`config.mk`:
```
export PLATFORM = sky130hd
export DESIGN_NAME = dcache_dump_ctrl_flat
export DESIGN_NICKNAME = d
export VERILOG_FILES = /design/src/rtl/dcache_dump_if.sv /design/src/rtl/dcache_dump_ctrl.sv /design/src/flat_wrapper.sv
export SDC_FILE = /design/constraint.sdc
export NUM_CORES = 1
export LEC_CHECK = 0
export BUFFER_PORTS_ARGS = -buffer_cell sky130_fd_sc_hd__buf_2
export CORE_MARGIN = 2
export CORE_UTILIZATION = 50
export CTS_CLUSTER_SIZE = 16
export DETAILED_ROUTE_END_ITERATION = 8
export PLACE_DENSITY = 0.81
export SETUP_SLACK_MARGIN = 0.3
export SLEW_MARGIN = 0
export SYNTH_ARGS = -nofsm -noshare
export SYNTH_HDL_FRONTEND = slang
export SYNTH_SLANG_ARGS = --single-unit
```
`constraint.sdc`:
```
create_clock -name clk -period 5.6 [get_ports clk]
set_clock_uncertainty 0.1 [all_clocks]
set_input_delay 0.84 -clock clk [delete_from_list [all_inputs] [get_ports clk]]
set_output_delay 0.84 -clock clk [all_outputs]
set_load 0.02 [all_outputs]
```
`src/rtl/dcache_dump_if.sv`:
```
// dcache_dump_if: cache read port plus valid/ready dump stream.
// master = dump controller, slave = cache + stream sink.
//   mem_rd_en   : cache read strobe.
//   mem_addr    : cache read address.
//   mem_rd_data : read data, valid one cycle after mem_rd_en.
//   out_valid   : stream word valid.
//   out_ready   : stream sink ready.
//   out_addr    : address of out_data.
//   out_data    : dumped word.
//   out_last    : final word of the dump.
interface dcache_dump_if #(
    parameter int DATA_WIDTH = 32,
    parameter int ADDR_WIDTH = 10
);
    logic                  mem_rd_en;
    logic [ADDR_WIDTH-1:0] mem_addr;
    logic [DATA_WIDTH-1:0] mem_rd_data;
    logic                  out_valid;
    logic                  out_ready;
    logic [ADDR_WIDTH-1:0] out_addr;
    logic [DATA_WIDTH-1:0] out_data;
    logic                  out_last;
    modport master (
        output mem_rd_en, mem_addr, out_valid, out_addr, out_data, out_last,
        input  mem_rd_data, out_ready
    );
    modport slave (
        input  mem_rd_en, mem_addr, out_valid, out_addr, out_data, out_last,
        output mem_rd_data, out_ready
    );
endinterface

```
`src/rtl/dcache_dump_ctrl.sv`:
```
// dcache_dump_ctrl: post-run data-cache drain engine streaming a word range as (addr, data).
// Ports:
//   clk, nrst       : clock, asynchronous active-low reset.
//   start           : one-cycle request, honoured only when idle.
//   base_addr       : first word address, sampled with start.
//   word_count      : number of words, sampled with start (0 = no-op dump).
//   bus             : dcache_dump_if.master (cache read port + output stream).
//   busy            : dump in progress (READ/CAPT/SEND/FIN).
//   done            : one-cycle completion pulse.
//   checksum        : sum of transferred words, only with DCACHE_DUMP_CHECKSUM_EN defined.
module dcache_dump_ctrl #(
    parameter int DATA_WIDTH = 32,
    parameter int ADDR_WIDTH = 10,
    parameter int CNT_WIDTH  = ADDR_WIDTH + 1
) (
    input  logic                  clk,
    input  logic                  nrst,
    input  logic                  start,
    input  logic [ADDR_WIDTH-1:0] base_addr,
    input  logic [CNT_WIDTH-1:0]  word_count,
    dcache_dump_if.master         bus,
    output logic                  busy,
    output logic                  done
`ifdef DCACHE_DUMP_CHECKSUM_EN
    ,
    output logic [DATA_WIDTH-1:0] checksum
`endif
);
    typedef enum logic [2:0] {IDLE, READ, CAPT, SEND, FIN} state_t;
    state_t state, state_nx;
    logic [ADDR_WIDTH-1:0] addr;
    logic [CNT_WIDTH-1:0]  rem;
    logic accept, xfer, last;
    assign accept = state == IDLE && start;
    assign xfer   = state == SEND && bus.out_valid && bus.out_ready;
    assign last   = rem == CNT_WIDTH'(1);
    // addr only changes on entry to READ, so it doubles as the held cache address
    assign bus.mem_rd_en = state == READ;
    assign bus.mem_addr  = addr;
    assign busy = state != IDLE;
    assign done = state == FIN;
    always_ff @(posedge clk or negedge nrst) begin
        if (!nrst) state <= IDLE;
        else       state <= state_nx;
    end
    always_comb begin
        state_nx = state;
        case (state)
            IDLE:    state_nx = !start ? IDLE : (word_count == '0 ? FIN : READ);
            READ:    state_nx = CAPT;
            CAPT:    state_nx = SEND;
            SEND:    state_nx = !xfer ? SEND : (last ? FIN : READ);
            FIN:     state_nx = IDLE;
            default: state_nx = IDLE;
        endcase
    end
    always_ff @(posedge clk or negedge nrst) begin
        if (!nrst) begin
            addr          <= '0;
            rem           <= '0;
            bus.out_valid <= 1'b0;
            bus.out_addr  <= '0;
            bus.out_data  <= '0;
            bus.out_last  <= 1'b0;
`ifdef DCACHE_DUMP_CHECKSUM_EN
            checksum      <= '0;
`endif
        end else begin
            if (accept && word_count != '0) begin
                addr <= base_addr;
                rem  <= word_count;
            end
            if (state == CAPT) begin
                bus.out_data  <= bus.mem_rd_data;
                bus.out_addr  <= addr;
                bus.out_last  <= last;
                bus.out_valid <= 1'b1;
            end
            if (xfer) begin
                bus.out_valid <= 1'b0;
                rem           <= rem - 1'b1;
                if (!last) addr <= addr + 1'b1;
            end
`ifdef DCACHE_DUMP_CHECKSUM_EN
            if (accept)    checksum <= '0;
            else if (xfer) checksum <= checksum + bus.out_data;
`endif
        end
    end
endmodule

```
`src/flat_wrapper.sv`:
```
// flat-port wrapper written by rule: the top's interface ports become plain ports
module dcache_dump_ctrl_flat 
#(
    parameter int DATA_WIDTH = 32,
    parameter int ADDR_WIDTH = 10,
    parameter int CNT_WIDTH  = ADDR_WIDTH + 1
)
  (clk, nrst, start, base_addr, word_count, busy, done, bus_mem_rd_en, bus_mem_addr, bus_out_valid, bus_out_addr, bus_out_data, bus_out_last, bus_mem_rd_data, bus_out_ready);
  dcache_dump_if #(.DATA_WIDTH(DATA_WIDTH), .ADDR_WIDTH(ADDR_WIDTH)) bus_i ();
  input  logic clk;
  input  logic nrst;
  input  logic start;
  input  logic [ADDR_WIDTH-1:0] base_addr;
  input  logic [CNT_WIDTH-1:0] word_count;
  output logic busy;
  output logic done;
  output wire logic [$bits(bus_i.mem_rd_en)-1:0] bus_mem_rd_en;
  output wire logic [$bits(bus_i.mem_addr)-1:0] bus_mem_addr;
  output wire logic [$bits(bus_i.out_valid)-1:0] bus_out_valid;
  output wire logic [$bits(bus_i.out_addr)-1:0] bus_out_addr;
  output wire logic [$bits(bus_i.out_data)-1:0] bus_out_data;
  output wire logic [$bits(bus_i.out_last)-1:0] bus_out_last;
  input wire logic [$bits(bus_i.mem_rd_data)-1:0] bus_mem_rd_data;
  input wire logic [$bits(bus_i.out_ready)-1:0] bus_out_ready;
  assign bus_mem_rd_en = bus_i.mem_rd_en;
  assign bus_mem_addr = bus_i.mem_addr;
  assign bus_out_valid = bus_i.out_valid;
  assign bus_out_addr = bus_i.out_addr;
  assign bus_out_data = bus_i.out_data;
  assign bus_out_last = bus_i.out_last;
  assign bus_i.mem_rd_data = bus_mem_rd_data;
  assign bus_i.out_ready = bus_out_ready;
  dcache_dump_ctrl #(.DATA_WIDTH(DATA_WIDTH), .ADDR_WIDTH(ADDR_WIDTH), .CNT_WIDTH(CNT_WIDTH)) u_core (.clk(clk), .nrst(nrst), .start(start), .base_addr(base_addr), .word_count(word_count), .bus(bus_i), .busy(busy), .done(done));
endmodule
```
==> impl_metrics.ini <==
[setup_path]
critical_path.max_fanout = 22
required_ps = 5720
slowest_stage = a311o_1
worstSetupStartpointType = input pin
critPathArrivalTime_ps = 2780
r2r_start = u_core.state[0]
critical_path_class = input pin to flip-flop
ff2ff_path_depth = 5
cp-end-kind = flip-flop
cp_cell_sequence = buf_2 -> nor4_1 -> a311o_1 -> nand2_1 -> o221a_2
critPathMaxStageDelay_ps = 890
r2r_slack_ps = 3250
worstReg2RegEnd = u_core.bus.mem_addr[8]

[cts]
clock_path_buffers = 2
cts_resized = 0
cts_buffers = 9
cts_tree = built
hold_buffers = 0
cts.sinks = 68
postCtsSetupRepairBufs = 0
clk_pin_slew_ps = 60
htreeDepth = 3
cts-root-buf = clkbuf_8
clk_latency_ps = 330

[final_layout]
layout_common_cells = 113 x buf_2, 68 x dfrtp_1, 43 x mux2_2, 24 x nor2_1, 16 x nand2_1
n_antenna_cell = 0
fin_area_um2 = 3860
nets = 436
final_common_cell = buf_2
area_delta_synth_final_pct = 26.9
layout-drive-gt1-share_pct = 47.5

[timing]
slew_headroom_pct = 23.9
fin_crit_sh_pct = 47.5
setup_violations = 0
hold_viol_final = 0
tightest_slew_ps = 1140
rsz0062_at_grt = false
setup_ws_ps = 2940
fin_crit_ps = 2660
max_freq_ghz = 0.376
timing.hold.ws_ps = 403
slew_viol_final = 0
fin_tns_setup_ps = 0

[logic_synthesis]
syn_area_um2 = 3040
syn_avg_cell_area_um2 = 11.7
syn_inst = 260
synth_cell_types = 41
synth.yosys.seq_area_share_pct = 55.9
synth.area.top_cells = dfrtp_1 56%, mux2_2 16%, nor2_1 3.1%, a21oi_1 2.1%, nand2_1 2.0%
synth_fp_nets = 320
synth_top_area_share_pct = 55.9
ys_ff_latch = 68
yosysTopAreaCell = dfrtp_1
yosysWarnings = 0

[global_route]
grt-busiest-layer = met2
use_met3_pct = 3.85
use_met1_pct = 26.2
grt_usage_pct = 20.8
grt_max_degree = 69
grt_pass1_wl_mm = 10.5
grt_pass1_vias = 2286
grt_antenna_before_repair = 0
grt.met2_usage_pct = 34.1
grt.overflow.total = 0

[detailed_routing]
first_pass_iters = 4
drc = 0
drt_wl_total_mm = 6.84
viasPerCell = 5.47
wl_per_cell_um = 15.1
first_iter_violations = 112
ant_nets = 0
vias = 2484

[die]
num_io_pins = 114
rows = 28
die_y_um = 82.0
die_x_um = 82.0
dieArea_um2 = 6730
initial_core_util_pct = 51.7
coreArea_um2 = 5890

[pwr]
comb_power_share_pct = 45.9
peakVddDrop_mv = 0.331
power_leakage_nw = 1.77
seq_power_share_pct = 37.6
switching_share_pct = 40.3
p_sw_w = 0.000957
powerDensity_nw_per_um2 = 615
pwr-share-clk_pct = 16.5
internal_power_w = 0.00142

[hold_path]
holdCritPathClass = flip-flop to flip-flop
hold_end = u_core.bus.out_data[9]
hold_depth = 1
hp-start = u_core.bus.out_data[9]

[place]
gp_congestion = 0.836
pre_cts_slack_ps = 2630
port-buffer-count = 113
post_dp_cell_area_um2 = 3670
dp_hpwl_mm = 4.90

[job]
cap_violations = 0

[outcome]
status = completed
-- worst max path at each step --
stage	start	endpoint	slack (ps)	depth (start not counted)
2_1_floorplan	bus_out_ready	u_core.rem[3]	3400	6
3_3_place_gp	word_count[1]	u_core.rem[0]	2740	5
3_5_place_dp	word_count[2]	u_core.rem[0]	2630	5
4_1_cts	word_count[2]	u_core.rem[0]	3000	5
5_1_grt	word_count[2]	u_core.rem[7]	2790	6
6_report	word_count[2]	u_core.rem[0]	2940	5
-- Yosys cell counts --
master    number
a211oi_1       3
a21o_1         2
a21oi_1       13
a221o_1        1
a221oi_2       1
a311o_1        1
a311oi_1       4
a31oi_1        1
and2_1         3
and3_1         4
buf_2          7
buf_6          1
clkbuf_1       2
dfrtp_1       68
ha_1           3
inv_1          7
mux2_2        43
nand2_1       16
nand2_2        1
nand2b_1       2
nand3_1       11
nand4_1        2
nand4b_1       1
nor2_1        25
nor2b_1        1
nor3_1         5
nor3b_1        1
nor4_1         5
nor4b_1        1
o211ai_1       5
o21ai_0        5
o21ai_2        1
o21ai_4        1
o221a_2        1
o22ai_1        3
o311ai_0       2
o32ai_1        2
or2_2          2
or3_1          1
or3_4          1
or4_1          1
-- per-stage QoR --
stage | utilization (%) | cells | power [W]
floorplan | - | 260 | 0.00165
global placement | 62.4 | 440 | 0.00196
detailed placement | 62.4 | 440 | 0.00200
CTS | 65.6 | 454 | 0.00240
global route | 65.6 | 454 | 0.00255
finish | 65.6 | 454 | 0.00237
-- power by group through the flow --
stage,logic [W],registers [W],clock network (W)
after detailed placement,0.00109,0.000901,0
after global placement,0.00107,0.000886,0
final,0.00109,0.000894,0.000391
after floorplan,0.000548,0.00111,0
after CTS,0.00110,0.000893,0.000401
after global routing,0.00119,0.000927,0.000426
-- sequential cells by signal, indices dropped and copies added (netlist names) --
name,count
u_core.bus.mem_addr,10
u_core.bus.out_addr,10
u_core.bus.out_data,32
u_core.bus.out_last,1
u_core.bus.out_valid,1
u_core.rem,11
u_core.state,3
-- logic make-up after synthesis --
family | share of synthesized area (%)
flip-flops | 55.9
AND/OR/NAND/NOR | 13.4
AO/OA/AOI/OAI | 10.9
adder cells (fa/ha/maj) | 1.23
buffers and inverters | 2.63
multiplexers | 15.9
-- cell type report --
cell class,count,area (um2)
Inverter,7,26.3
Sequential cell,68,1700
Timing Repair Buffer,115,581
Fill cell,449,2020
Clock buffer,12,155
Tap cell,75,93.8
Clock inverter,2,35.0
Multi-Input combinational cell,175,1270
-- routing by layer --
metal  vias to the layer above  part of all wire [%]  wire length (um)
met5                         -                     0                 0
met1                      1183                    45              3080
met3                        10                   6.8               465
met4                         0                   1.4                99
met2                       109                    47              3200
li1                       1182                     -                 -
-- critical path, delay by kind of cell --
kind	cells	cell delay (ps)
buffers and inverters	1	100
AND/OR/NAND/NOR	2	640
AO/OA/AOI/OAI	2	1190
Power figures use the tool's default switching activity.
